<file path="src/rtl/sw_event_encoder.sv">
// sw_event_encoder
// Turns the board slide switches into a stream of toggle events. Each event
// carries the switch index and the level it moved to. Events leave over a
// valid/ready handshake. Toggles that arrive together are queued in a pending
// bitmap and drained lowest index first. A toggle that hits a switch whose
// event is still queued is merged into that event and counted in drop_count.
//
// Ports
//   clk          system clock
//   rst          synchronous, active-high reset
//   sw           raw asynchronous switch levels, NUM_SW bits
//   enable       when low, new toggles are ignored; queued events still drain
//   event_valid  event_index / event_level hold an event
//   event_ready  consumer accepts the event when valid and ready are both high
//   event_index  switch number of the presented event
//   event_level  switch level after the toggle
//   pending      switches with a queued event not yet presented
//   drop_count   saturating count of cycles with merged toggles
module sw_event_encoder #(
  parameter int NUM_SW = 18,
  parameter int IDX_W  = 5,
  parameter int DROP_W = 8
) (
  input  logic              clk,
  input  logic              rst,
  input  logic [NUM_SW-1:0] sw,
  input  logic              enable,
  output logic              event_valid,
  input  logic              event_ready,
  output logic [IDX_W-1:0]  event_index,
  output logic              event_level,
  output logic [NUM_SW-1:0] pending,
  output logic [DROP_W-1:0] drop_count
);

  function automatic logic [DROP_W-1:0] sat_inc(input logic [DROP_W-1:0] v);
    return (&v) ? v : v + 1'b1;
  endfunction

  logic [NUM_SW-1:0] s1_q, s2_q, prev_q;
  logic [NUM_SW-1:0] pending_q, pending_d;
  logic              valid_q, valid_d;
  logic [IDX_W-1:0]  index_q, index_d;
  logic              level_q, level_d;
  logic [DROP_W-1:0] drop_q, drop_d;

  logic [NUM_SW-1:0] tog;
  logic [NUM_SW-1:0] sel_oh;
  logic [NUM_SW-1:0] clr;
  logic [IDX_W-1:0]  sel_idx;
  logic              sel_lvl;
  logic              sel_found;
  logic              slot_free;
  logic              load;
  logic              merge;

  // Stage p0/p1: two-flop synchronizer plus history register. On reset they
  // all take the present switch levels so switches already up make no event.
  always_ff @(posedge clk) begin
    if (rst) begin
      s1_q   <= sw;
      s2_q   <= sw;
      prev_q <= sw;
    end else begin
      s1_q   <= sw;
      s2_q   <= s1_q;
      prev_q <= s2_q;
    end
  end

  always_comb begin
    tog = (s2_q ^ prev_q) & {NUM_SW{enable}};

    // Descending scan so the last hit, the lowest set index, wins.
    sel_found = 1'b0;
    sel_idx   = '0;
    sel_lvl   = 1'b0;
    sel_oh    = '0;
    for (int i = NUM_SW - 1; i >= 0; i--) begin
      if (pending_q[i]) begin
        sel_found = 1'b1;
        sel_idx   = IDX_W'(i);
        sel_lvl   = s2_q[i];
        sel_oh    = '0;
        sel_oh[i] = 1'b1;
      end
    end

    slot_free = !valid_q || event_ready;
    load      = slot_free && sel_found;
    clr       = load ? sel_oh : '0;

    // A fresh toggle on the bit being loaded re-arms it (set beats clear).
    pending_d = tog | (pending_q & ~clr);

    // Any number of merges in one cycle counts once.
    merge  = |(tog & pending_q & ~clr);
    drop_d = merge ? sat_inc(drop_q) : drop_q;

    valid_d = valid_q;
    index_d = index_q;
    level_d = level_q;
    if (load) begin
      valid_d = 1'b1;
      index_d = sel_idx;
      level_d = sel_lvl;
    end else if (slot_free) begin
      valid_d = 1'b0;
    end
  end

  // Stage p2: pending bitmap, drop counter and the single output slot.
  always_ff @(posedge clk) begin
    if (rst) begin
      pending_q <= '0;
      valid_q   <= 1'b0;
      index_q   <= '0;
      level_q   <= 1'b0;
      drop_q    <= '0;
    end else begin
      pending_q <= pending_d;
      valid_q   <= valid_d;
      index_q   <= index_d;
      level_q   <= level_d;
      drop_q    <= drop_d;
    end
  end

  assign event_valid = valid_q;
  assign event_index = index_q;
  assign event_level = level_q;
  assign pending     = pending_q;
  assign drop_count  = drop_q;

endmodule

</file>
<file path="config.mk">
export PLATFORM = sky130hd
export DESIGN_NAME = sw_event_encoder
export DESIGN_NICKNAME = d
export VERILOG_FILES = /design/src/rtl/sw_event_encoder.sv
export SDC_FILE = /design/constraint.sdc
export NUM_CORES = 1
export LEC_CHECK = 0
export ABC_AREA = 0
export ABC_CLOCK_PERIOD_IN_PS = 5600
export CAP_MARGIN = 20
export CORE_MARGIN = 3
export CORE_UTILIZATION = 30
export CTS_BUF_LIST = sky130_fd_sc_hd__clkbuf_8
export DETAILED_ROUTE_END_ITERATION = 8
export DONT_BUFFER_PORTS = 1
export PLACE_DENSITY = 0.41
export SYNTH_ARGS = -nofsm -noshare
export SYNTH_HDL_FRONTEND = slang
export SYNTH_SLANG_ARGS = --single-unit
</file>
<file path="constraint.sdc">
create_clock -name clk -period 5.6 [get_ports clk]
set_input_delay 0.84 -clock clk [delete_from_list [all_inputs] [get_ports clk]]
set_output_delay 0.84 -clock clk [all_outputs]
set_load 0.02 [all_outputs]
</file>
==> results.md <==
- Relative slew slack: 0.485
- Clk buf depth: 2
- Vias: 2787
- Final setup viols: 0
- Post-synth EDFFs: 0
- Leading area contributor after synthesis: dfxtp_1
- GPL Wtd Cong: 0.787
- Initial antenna violation count: 0
- Vias in the first global route: 2610
- # DRC: 0
- Layout area overhead: 7.29%
- Most frequent cells in the layout: dfxtp_1, inv_1, o21ai_0
- Clock-pin slew on the worst setup and hold paths: 0.08 ns
- Grt ovf: 0
- Final clock skew: 0.00628 ns
- Hold Path Class: flop to flop
- Synth top area cells: dfxtp_1, o21ai_0, a21oi_1
- Syn avg cell area: 8.60 um2
- Syn_nets: 440
- H-tree depth: 3
- Die W: 115 um
- Unrepaired setup endpoints after global routing: no
- Crit path capture type: flop
- Worst Path Buf+Inv: 0
- Die area: 13300 um2
- Core Box Area: 11600 um2
- TNS Setup: 0 ns
- Delay of the slowest critical-path stage: 0.74 ns
- Number of iterations in the first detailed-routing pass: 4
- Setup Buffers After CTS: 0
- Unique cell type count in the Yosys netlist: 54
- ANT cells: 0
- Final ANT Viol Nets: 0
- Die Span Y: 115 um
- GR Util All Layers: 0.140
- Root buf cell: clkbuf_8
- Port-buffer cells: 0
- Hpwl dp: 6400 um
- Flops & latches, synth: 87
- Largest net degree at the start of global routing: 90
- Routed len/inst: 16.4 um
- YS warnings: 0
- Sequential area share after synthesis: 0.486
- Starting DRC count in detailed routing: 218
- Hold_buf cts: 0
- Clk sinks: 87
- Initial Utilization: 0.310
- MaxCap Viol Count: 0
- Fill count: 1187
- Final hold vios: 0
- Ys async rst share: 0
- # nets final: 428
- Fin area: 3850 um2
- PwrDens: 363 nW/um2
- Crit path DAT: 3.54 ns
- Fin crit share: 0.580
- Pleak: 1.53 nW
- CP Class: flop to flop
- Crit path max-delay family: simple AND/OR/NAND/NOR gates
- Cell area after synthesis: 3590 um2
- DR vias/cell: 5.05
- Clk_lat worst skew: 0.36 ns
- Data required, critical path: 5.90 ns
- Fin. max-slew vios: 0
- Tmin final: 3.25 ns
- Maximum vdd drop: 0.136 mV
- Wirelength, routed: 9040 um
- Num rows: 39
- Resized Gates After CTS: 0
- Most common cell after layout, fill and taps aside: dfxtp_1
- Area share of the largest cell type after synthesis: 0.486
- CP max stage cell: nor4_1
- Startpoint Class: flop
- Num ports: 55
- Outcome: finished clean
- CTS buffer count: 9
- First-pass GRT wire length: 14000 um
- Dpl cell area: 3670 um2
- F_max: 0.308 GHz
- Post-Synthesis Cells: 417
- Share of layout cells above drive strength 1: 0.0611
- TritonCTS clock tree: built
- Least-Margin Pin Slew: 0.765 ns
- Critical path peak fanout: 14
- Cell Chain, Critical Path: nor4_1 > nand3_1 > o21ai_2 > a32oi_1 > a41oi_1 > o22ai_2 > or4_1 > a21oi_1
- Prevailing post-synth register cell: dfxtp_1
[metrics by stage]
stage	total power, W	setup slack [ns]	hold WS, ns	instances	utilization
after floorplan	0.000965	2.88	0.415	417	-
after global placement	0.00102	2.40	0.419	537	0.318
after detailed placement	0.00102	2.37	0.424	537	0.318
after CTS	0.00143	2.37	0.436	552	0.333
after global routing	0.00148	2.01	0.450	552	0.333
final	0.00140	2.35	0.431	552	0.333
[routing by layer]
| layer | vias to the layer above | GRT usage | share of wire |
|---|---|---|---|
| met2 | 56 | 0.202 | 0.42 |
| met3 | 11 | 0.0505 | 0.063 |
| met4 | 0 | 0.0571 | 0.021 |
| met1 | 1296 | 0.188 | 0.49 |
| met5 | - | 0 | 0 |
| li1 | 1424 | - | - |
[final cells by class]
cell class | count | area (um2) | area share
Clock buffer | 12 | 165 | 0.0429
Clock inverter | 3 | 11.3 | 0.00293
Inverter | 43 | 161 | 0.0419
Multi-Input combinational cell | 262 | 1580 | 0.409
Sequential cell | 87 | 1740 | 0.453
Tap cell | 143 | 179 | 0.0465
Timing Repair Buffer | 2 | 15.0 | 0.00390
[sequential cells by signal, summed over array words and instances (netlist names)]
| signal | cells |
|---|---|
| drop_count | 8 |
| event_index | 5 |
| event_level | 1 |
| event_valid | 1 |
| pending | 18 |
| prev_q | 18 |
| s1_q | 18 |
| s2_q | 18 |
[worst paths after layout]
check / from / end / slack (ns) / depth (start not counted)
worst min-delay path: s1_q[14] / s2_q[14] / 0.43 / 2
worst max-delay path: pending[0] / drop_count[5] / 2.35 / 8
worst max register to register: pending[0] / drop_count[5] / 2.35 / 8
worst min register to register: s1_q[14] / s2_q[14] / 0.43 / 2
[report_power, final]
| group | internal [W] | switching (W) |
|---|---|---|
| logic | 0.0000942 | 0.000129 |
| clock network | 0.000191 | 0.000206 |
| registers | 0.000675 | 0.000103 |
| total | 0.000960 | 0.000438 |
[worst reg2reg max path: cells and delay by family (launching register included)]
kind / cells / cell delay (ns)
simple gates: 3 / 1.50
compound gates: 5 / 1.15
flops: 1 / 0.54
[cells in the mapped netlist, drive strengths merged (2+ instances only)]
library cell,count
clkbuf,20
o21bai,4
dfxtp,87
nor2,20
a21oi,33
nand4,5
a31oi,5
o31ai,8
o22ai,2
nand2b,4
o41ai,5
nor3,6
buf,5
inv,43
nor2b,3
o31a,3
o22a,2
a32oi,2
or2,2
or4,9
a2111oi,2
nor4,6
or3,2
nand3,6
and3,2
xnor2,3
a211oi,4
nand2,44
a22oi,2
o21ai,49
xor2,16
[logic make-up (layout without fill, tap and decap cells)]
family	after synthesis	in the layout	synth area share
flip-flops	87	87	0.486
buffers and inverters	68	60	0.0753
adder cells (fa/ha/maj)	1	1	0.00349
multiplexers	1	1	0.00279
AO/OA/AOI/OAI	130	130	0.231
AND/OR/NAND/NOR	111	111	0.156
XOR/XNOR	19	19	0.0464
Note: power is estimated with default switching activity, not from simulation.
==> RTL edit, RTL diff (same flow settings) <==
`IDX_W`: 5 -> 4.
--- a/src/rtl/sw_event_encoder.sv
+++ b/src/rtl/sw_event_encoder.sv
@@ -19,5 +19,5 @@
 module sw_event_encoder #(
   parameter int NUM_SW = 18,
-  parameter int IDX_W  = 5,
+  parameter int IDX_W  = 4,
   parameter int DROP_W = 8
 ) (
Ports: changed (resized event_index); port bits go from 55 to 54. The function was not compared with the original's and may differ.
==> RTL edit against the original RTL <==
- sequential power fell by 1%
- routed wire length is 3.3% higher
- area after synthesis is 3.2% higher
- cell area grew 2.6%
- total power increased by 0.32%
- sequential cell count is 1 lower
- setup slack improved by 0.11 ns
==> RTL edit: results (changes against the original RTL) <==
* Final instance area at 3950 µm² (was 3850 µm²)
* Area fraction of clock buffers and clock inverters at 4.41% (was 4.58%)
* Max_slew headroom at 54.5% (was 48.5%)
* Time the final worst path needs with I/O delays and setup at 3.14 ns (was 3.25 ns)
* Total Routing Usage GR at 14.4% (was 14.0%)
* Register area share after synthesis at 46.5% (was 48.6%)
* Multi-input comb cells at 279 (was 262)
* Setup clock skew after layout at 0.0124 ns (was 0.00628 ns)
* Wire length of the first global-routing pass at 14.8 mm (was 14.0 mm)
* Multi-input gate share of the layout cell area at 43.5% (was 40.9%)
* Register Area at 1720 µm² (was 1740 µm²)
* Fill count at 1,292 (was 1,187)
* Result of the run: finished, final reports clean (unchanged)
* Worst R2R Path Depth at 7 (was 8)
* Synth top area cells: sky130_fd_sc_hd__dfxtp_1 47%, sky130_fd_sc_hd__o21ai_0 5.9%, sky130_fd_sc_hd__nand2_1 4.6%, sky130_fd_sc_hd__inv_1 4.2%, sky130_fd_sc_hd__a21oi_1 3.8% (was sky130_fd_sc_hd__dfxtp_1 49%, sky130_fd_sc_hd__o21ai_0 6.4%, sky130_fd_sc_hd__a21oi_1 4.6%, sky130_fd_sc_hd__inv_1 4.5%, sky130_fd_sc_hd__nand2_1 4.5%)
* Iteration-0 DRC count of the detailed router at 226 (was 218)
* Post-route insts no fill at 563 (was 552)
* Syn avg cell area at 8.57 µm² (was 8.60 µm²)
* CP Launch Point: pending[2] (was pending[0])
* Delay of the slowest critical-path stage at 0.56 ns (was 0.74 ns)
* Overall via count from detail_route at 2,838 (was 2,787)
* Startpoint of the tightest hold check path: s1_q[15] (was s1_q[14])
* Non-CTS inverters at 41 (was 43)
* Final Hold Slack at 0.433 ns (was 0.431 ns)
* Length of routed wiring on met1 at 4.44 mm (was 4.45 mm)
* Drt wl/cell at 16.6 µm (was 16.4 µm)
* Count of non-CTS buffers in the layout at 0 (was 2)
* VDD IR-drop max at 0.120 mV (was 0.136 mV)
* Fraction of layout cells with a size suffix above 1 at 5.95% (was 6.11%)
* Worst setup timing slack at the placement stage at 2.21 ns (was 2.37 ns)
* Pleak at 1.61 nW (was 1.53 nW)
* Starting density of the core at 31.6% (was 31.0%)
* Routed wire length on met2 at 4.26 mm (was 3.83 mm)
* Number of cells in the design after placement at 549 (was 537)
* Timing endpoint of the critical path: drop_count[0] (was drop_count[5])
* NonClk Buf Share at 0% (was 0.390%)
-- RTL edit: changes by cell type after synthesis, moves of 5 or more --
| cell | before | now |
|---|---|---|
| sky130_fd_sc_hd__a21oi_1 | 33 | 28 |
| sky130_fd_sc_hd__mux2_1 | 0 | 7 |
| sky130_fd_sc_hd__nor2b_1 | 3 | 12 |
| sky130_fd_sc_hd__or4_1 | 9 | 2 |
-- RTL edit: report_power, final --
part | internal [mW] | switching [mW] | total, mW
sequential | 0.667 | 0.100 | 0.767
combinational | 0.0986 | 0.139 | 0.238
clock | 0.191 | 0.207 | 0.397
total | 0.956 | 0.446 | 1.40
-- RTL edit: kinds of logic (layout without fill, tap and decap cells) --
family,Yosys count,after routing,synth area share (%)
AOI/OAI and AO/OA,122,122,21.2
xor gates and xnor gates,18,18,4.26
adders and majority gates,1,1,0.338
buffers and inverters,67,55,7.03
DFF,86,86,46.5
muxes,8,8,2.40
and+or+nand+nor,130,130,18.2
